===== config.mk =====
export PLATFORM = sky130hd
export DESIGN_NAME = cr_kme_nibble_packer
export DESIGN_NICKNAME = d
export VERILOG_FILES = /design/src/rtl/cr_kme_nibble_packer_pkg.sv /design/src/rtl/cr_kme_nibble_packer.sv
export SDC_FILE = /design/constraint.sdc
export NUM_CORES = 1
export LEC_CHECK = 0
export ABC_AREA = 1
export CAP_MARGIN = 25
export CORE_AREA = 2 2 52 54
export DETAILED_ROUTE_END_ITERATION = 8
export DIE_AREA = 0 0 54 56
export MAX_ROUTING_LAYER = met4
export PLACE_DENSITY = 0.8
export SLEW_MARGIN = 15
export SYNTH_ARGS = -nofsm -noshare
export SYNTH_HDL_FRONTEND = slang
export SYNTH_SLANG_ARGS = --single-unit

===== constraint.sdc =====
create_clock -name clk -period 2.9 [get_ports clk]
set_input_delay 0.58 -clock clk [delete_from_list [all_inputs] [get_ports clk]]
set_output_delay 0.58 -clock clk [all_outputs]
set_load 0.01 [all_outputs]

===== src/rtl/cr_kme_nibble_packer_pkg.sv =====
// Shared types and sizing helpers for the KME nibble packer.
package cr_kme_packer_pkg;

  localparam int unsigned NIB_W = 4;

  typedef enum logic {
    FILL = 1'b0,
    HOLD = 1'b1
  } packer_state_e;

  // Width needed to express a nibble count of 0..out_w/NIB_W inclusive.
  function automatic int unsigned nib_cnt_w(input int unsigned out_w);
    return $clog2(out_w / NIB_W + 1);
  endfunction

endpackage


===== src/rtl/cr_kme_nibble_packer.sv =====
// Packs 4-bit FIFO tokens LSN-first into OUT_W-bit words with flush support.
// Optional out_par port enabled by defining CR_KME_PACKER_PARITY_EN.
module cr_kme_nibble_packer
  import cr_kme_packer_pkg::*;
#(
  parameter int unsigned OUT_W = 16,
  parameter int unsigned CW    = nib_cnt_w(OUT_W)
) (
  input  logic             clk,
  input  logic             rst,
  input  logic [NIB_W-1:0] in_data,
  input  logic             in_valid,
  output logic             in_ack,
  input  logic             flush,
  output logic [OUT_W-1:0] out_data,
  output logic             out_valid,
  input  logic             out_ready,
  output logic [CW-1:0]    out_count,
  output logic             flush_err
`ifdef CR_KME_PACKER_PARITY_EN
  ,
  output logic             out_par
`endif
);

  localparam int unsigned N = OUT_W / NIB_W;

  packer_state_e    state;
  logic [CW-1:0]    cnt;
  logic             ack;
  logic             full;
  logic [CW-1:0]    fill_cnt;
  logic [OUT_W-1:0] nxt_data;

  always_comb begin
    ack = 1'b0;
    if (!rst) begin
      ack = (state == FILL) ? in_valid : (in_valid && out_ready);
    end
  end

  assign in_ack   = ack;
  assign fill_cnt = cnt + CW'(ack);
  assign full     = (state == FILL) && ack && (cnt == CW'(N - 1));

  // out_data doubles as the accumulator; a handoff clears it so partial
  // words flushed later read zero in their unused slots.
  always_comb begin
    nxt_data = out_data;
    if (state == FILL) begin
      if (ack) begin
        for (int unsigned k = 0; k < N; k++) begin
          if (CW'(k) == cnt) nxt_data[NIB_W*k +: NIB_W] = in_data;
        end
      end
    end else if (out_ready) begin
      nxt_data = '0;
      if (ack) nxt_data[NIB_W-1:0] = in_data;
    end
  end

  always_ff @(posedge clk) begin
    if (rst) begin
      state     <= FILL;
      cnt       <= '0;
      out_data  <= '0;
      out_valid <= 1'b0;
      out_count <= '0;
      flush_err <= 1'b0;
    end else begin
      out_data  <= nxt_data;
      flush_err <= (state == HOLD) && flush;
      case (state)
        FILL: begin
          if (full) begin
            state     <= HOLD;
            out_valid <= 1'b1;
            out_count <= CW'(N);
            cnt       <= '0;
          end else if (flush && (fill_cnt != '0)) begin
            state     <= HOLD;
            out_valid <= 1'b1;
            out_count <= fill_cnt;
            cnt       <= '0;
          end else begin
            cnt <= fill_cnt;
          end
        end
        HOLD: begin
          if (out_ready) begin
            state     <= FILL;
            out_valid <= 1'b0;
            out_count <= '0;
            cnt       <= CW'(ack);
          end
        end
        default: begin
          state <= FILL;
          cnt   <= '0;
        end
      endcase
    end
  end

`ifdef CR_KME_PACKER_PARITY_EN
  always_ff @(posedge clk) begin
    if (rst) out_par <= 1'b0;
    else     out_par <= ^nxt_data;
  end
`endif

endmodule


# After elaboration in Yosys (flattened, before gate mapping)
# Index checks and enable logic that the tools add are counted.
# Widths: inputs -> output; s select.
# totals
ff_bits,25
word_cells,60
inputBits,9
out_inout_bits,22
# classes
muxes,26
reduce_logical,17
bitwise_logic,1
addsub,1
n_eq_ne,6
# ops
op,count
$mux 16,3
$mux 4,5
$mux 3,6
$pmux 3 s2,2
$reduce_and 3->1,4
$reduce_bool 2->1,5
$mux 1,8
$eq 2x3->1 const A,2
$logic_and 1x1->1,5
$pmux 1 s2,2
$add 3x1->3,1
$eq 1x3->1 const A,1
$eq 3x2->1 const B,1
$logic_not 3->1,1
$ne 3x2->1 const B,1
$reduce_bool 3->1,1
$ne 2x2->1 const B,1
$reduce_and 2->1,1
$not 1->1,1

# Logic depth before layout (Yosys ltp)
# logic_depth
depth_word,9
ltp_mapped,15
depth_no_buf,14

# Least setup slack after synthesis
# No wires, ideal clock.
# synth_path
path_kind,input to register
start,input out_ready
end,register out_count[0]
cell_stages,13
setup_slack_ns,0.725
required_ns,2.830
t_arrival_ns,2.105
path_cell_list,or2_0 > buf_2 > nand2_2 > inv_1 > ha_1 > ha_1 > nor2_1 > nand3_1 > nand2_1 > nand2_1 > nand2_1 > nand2_1 > a21oi_1
# synth_between
elab_chain_len,8
# synth_rtl
item,line_no,rtl
from (decl),cr_kme_nibble_packer.sv:17,"input logic out_ready,"
$logic_and 1x1->1 *,cr_kme_nibble_packer.sv:38,ack = (state == FILL) ? in_valid : (in_valid && out_ready);
$mux 1 *,cr_kme_nibble_packer.sv:38,
$mux 1 *,cr_kme_nibble_packer.sv:37,if (!rst) begin
net in_ack,cr_kme_nibble_packer.sv:13,"output logic in_ack,"
$add 3x1->3,cr_kme_nibble_packer.sv:43,assign fill_cnt = cnt + CW'(ack);
$reduce_bool 3->1,cr_kme_nibble_packer.sv:80,end else if (flush && (fill_cnt != '0)) begin
$logic_and 1x1->1,cr_kme_nibble_packer.sv:80,
$ne 3x2->1 (no line),-,
$reduce_and 2->1 (no line),-,
to (signal assigned),cr_kme_nibble_packer.sv:78,out_count <= CW'(N);
to (signal assigned),cr_kme_nibble_packer.sv:83,out_count <= fill_cnt;
to (decl),cr_kme_nibble_packer.sv:18,"output logic [CW-1:0] out_count,"
# The timed path passes the listed nets; every way through them passes the cells marked *. The select of a mux whose other input is x is not followed.
# A chain may end at the register's enable or synchronous reset.

# Worst setup path after layout
# layout_path
start,input out_ready
end,output in_ack
# layout_between
elab_chain_len,3
# layout_rtl
item,line_no
$logic_and 1x1->1,cr_kme_nibble_packer.sv:38
$mux 1,cr_kme_nibble_packer.sv:38
$mux 1,cr_kme_nibble_packer.sv:37
to (decl),cr_kme_nibble_packer.sv:13
# No other way between the ends.

==> impl_metrics.json <==
{
  "post-route-min-period_ns": 2.76,
  "hp-class": "reg -> reg",
  "ctsHoldBuffers": 0,
  "synth_async_sr_flop_share": 0,
  "met2_length_mm": 1.37,
  "ys_ff_latch": 25,
  "yosysMostFrequentCell": "nand2_1",
  "r2r_slack_ns": 0.31,
  "max_slew.worst_pin.slew_ns": 0.500,
  "top_layer": "met4",
  "grt_max_degree": 21,
  "netlist_area_mm2": 0.00116,
  "cts_tree": "built",
  "start_util": 0.475,
  "htree_levels": 1,
  "slew_violations": 0,
  "syn_nets": 182,
  "timing.hold.ws_ns": 0.482,
  "io-pin-count": 31,
  "ant_nets": 0,
  "drt_wl_total_mm": 2.81,
  "clk_path_buf_depth": 2,
  "r2r_cells": 12,
  "path_max_fanout": 6,
  "synth_area_leader_cell": "dfxtp_1",
  "max_cap_viol_count": 0,
  "die_x_um": 54,
  "slew_headroom": 0.666,
  "fin_util": 0.621,
  "cts_resized": 0,
  "grt_pass1_wl_mm": 4.91,
  "cts_made_buffers": 3,
  "nNetsFinal": 213,
  "drive_gt1_frac": 0.0647,
  "cp_data_required_time_ns": 2.32,
  "drtIter0Drc": 35,
  "dp_hpwl_mm": 2.14,
  "fin_crit_sh": 0.953,
  "worst_r2r_endpoint": "cnt[2]",
  "clk_pin_slew_ns": 0.13,
  "min_path_cells": 2,
  "synth_warnings": 0,
  "r2r-start": "state",
  "ys_seq_area_frac": 0.433,
  "core_area_mm2": 0.00243,
  "vdd_ir_drop_max_mv": 0.356,
  "whs_endpoint": "out_count[1]",
  "hold_start": "out_count[1]",
  "rsz0062_at_grt": "no",
  "dieArea_mm2": 0.00302,
  "syn2layout_area_growth_pct": 30.6,
  "dpl.cell_count": 227,
  "avgRoutedWirePerCell_um": 12.2,
  "powerDensity_mw_per_mm2": 492,
  "clkLatencyLatePin_ns": 0.33,
  "setup_violations": 0,
  "dr_total_vias": 1186,
  "syn_avg_cell_area_um2": 6.76,
  "status": "finished clean",
  "cts.sinks": 25,
  "vias_per_cell": 5.13,
  "port_buffers": 30,
  "power_mw": 0.742,
  "cp-start-kind": "primary input",
  "yosys-top-cells-area": "dfxtp_1 (43%), nand2_1 (14%), a21oi_1 (11%)",
  "gp_congestion": 0.940,
  "drt_pass1_iterations": 4,
  "crit_type": "in -> out",
  "antenna_found_initial": 0,
  "synth-edff-count": 0,
  "hold_viol": 0,
  "routed-wl-met3_um": 135,
  "diodes": 0,
  "synth_common_cells": "nand2_1 (43), a21oi_1 (25), dfxtp_1 (25)",
  "overflow": 0,
  "cts_setup_buffers": 0,
  "drt-met1-wl_mm": 1.23,
  "grt.total_usage": 0.216,
  "endpoint_kind": "output port",
  "finalSetupTns_ns": 0,
  "leakage_nw": 0.627,
  "synth_ff_type": "dfxtp_1",
  "drc": 0,
  "fillers": 229,
  "syn_inst": 171,
  "clockRootBuffer": "clkbuf_4",
  "synth_top_area_frac": 0.433,
  "timing.fmax_ghz": 0.362,
  "die_h_um": 56,
  "first_global_vias": 1166,
  "cp.arrival_ns": 2.18,
  "fin_skew_ns": 0.00929,
  "num_rows": 18,
  "final_cells": 231,
  "synthDistinctLibCells": 19
}
## critical path, stage by stage
cell	delay, ns
clkdlybuf4s50_1	0.47
or2_0	0.32
nand2_2	0.15
inv_1	0.11
clkdlybuf4s50_1	0.55
## worst max path at each step
stage          startpoint            to  depth (start not counted)  slack [ns]
2_1_floorplan   out_ready  out_count[0]                         13        0.73
3_3_place_gp    out_ready        cnt[0]                         13        0.23
3_5_place_dp    out_ready        cnt[0]                         13        0.12
4_1_cts         out_ready        in_ack                          5        0.16
5_1_grt             state        in_ack                          5       0.006
6_report        out_ready        in_ack                          5        0.14
## routing by layer
metal / vias up / GRT usage
met3: 7 / 0.0215
li1: 600 / -
met5: - / -
met4: 0 / 0.107
met1: 539 / 0.274
met2: 40 / 0.334
## layout by cell type (no fill, tap or decap)
cell type,instances
nand2_1,43
clkdlybuf4s50_1,30
a21oi_1,25
dfxtp_1,25
inv_1,21
nor2_1,19
nand3_1,18
clkbuf_4,3
inv_2,2
nand2_2,2
nor2_2,2
ha_1,2
or2_0,1
nor2_4,1
nand3_2,1
nor3_1,1
o22ai_1,1
and2_1,1
o21ai_0,1
clkinvlp_4,1
buf_4,1
## area by class of cell
class | instances | area, um^2 | area share
Multi-Input combinational cell | 118 | 548 | 0.363
Sequential cell | 25 | 500 | 0.331
Timing Repair Buffer | 31 | 308 | 0.204
Inverter | 23 | 86.3 | 0.0572
Tap cell | 30 | 37.5 | 0.0249
Clock buffer | 3 | 22.5 | 0.0149
Clock inverter | 1 | 7.51 | 0.00497
## kinds of logic after synthesis
group	after synthesis	share of synthesized area
compound gates	27	0.118
simple gates	89	0.334
flops	25	0.433
fa+ha+maj	2	0.0216
buf+inv	28	0.0931
## through the flow
step | worst slack, ns | area, um^2
finish | 0.136 | 1510
global route | 0.00566 | 1510
CTS | 0.156 | 1510
detailed placement | 0.120 | 1480
global placement | 0.231 | 1480
floorplan | 0.725 | 1160
## registers in the layout, summed over array words and instances (netlist names)
register / count
out_data: 16
cnt: 3
out_count: 3
flush_err: 1
out_valid: 1
state: 1
## power by group
part	switching (mW)	internal, mW
clock network	0.110	0.0528
logic	0.107	0.0813
registers	0.0237	0.367
total	0.241	0.501
No activity file was read; power rests on OpenSTA's default activity.
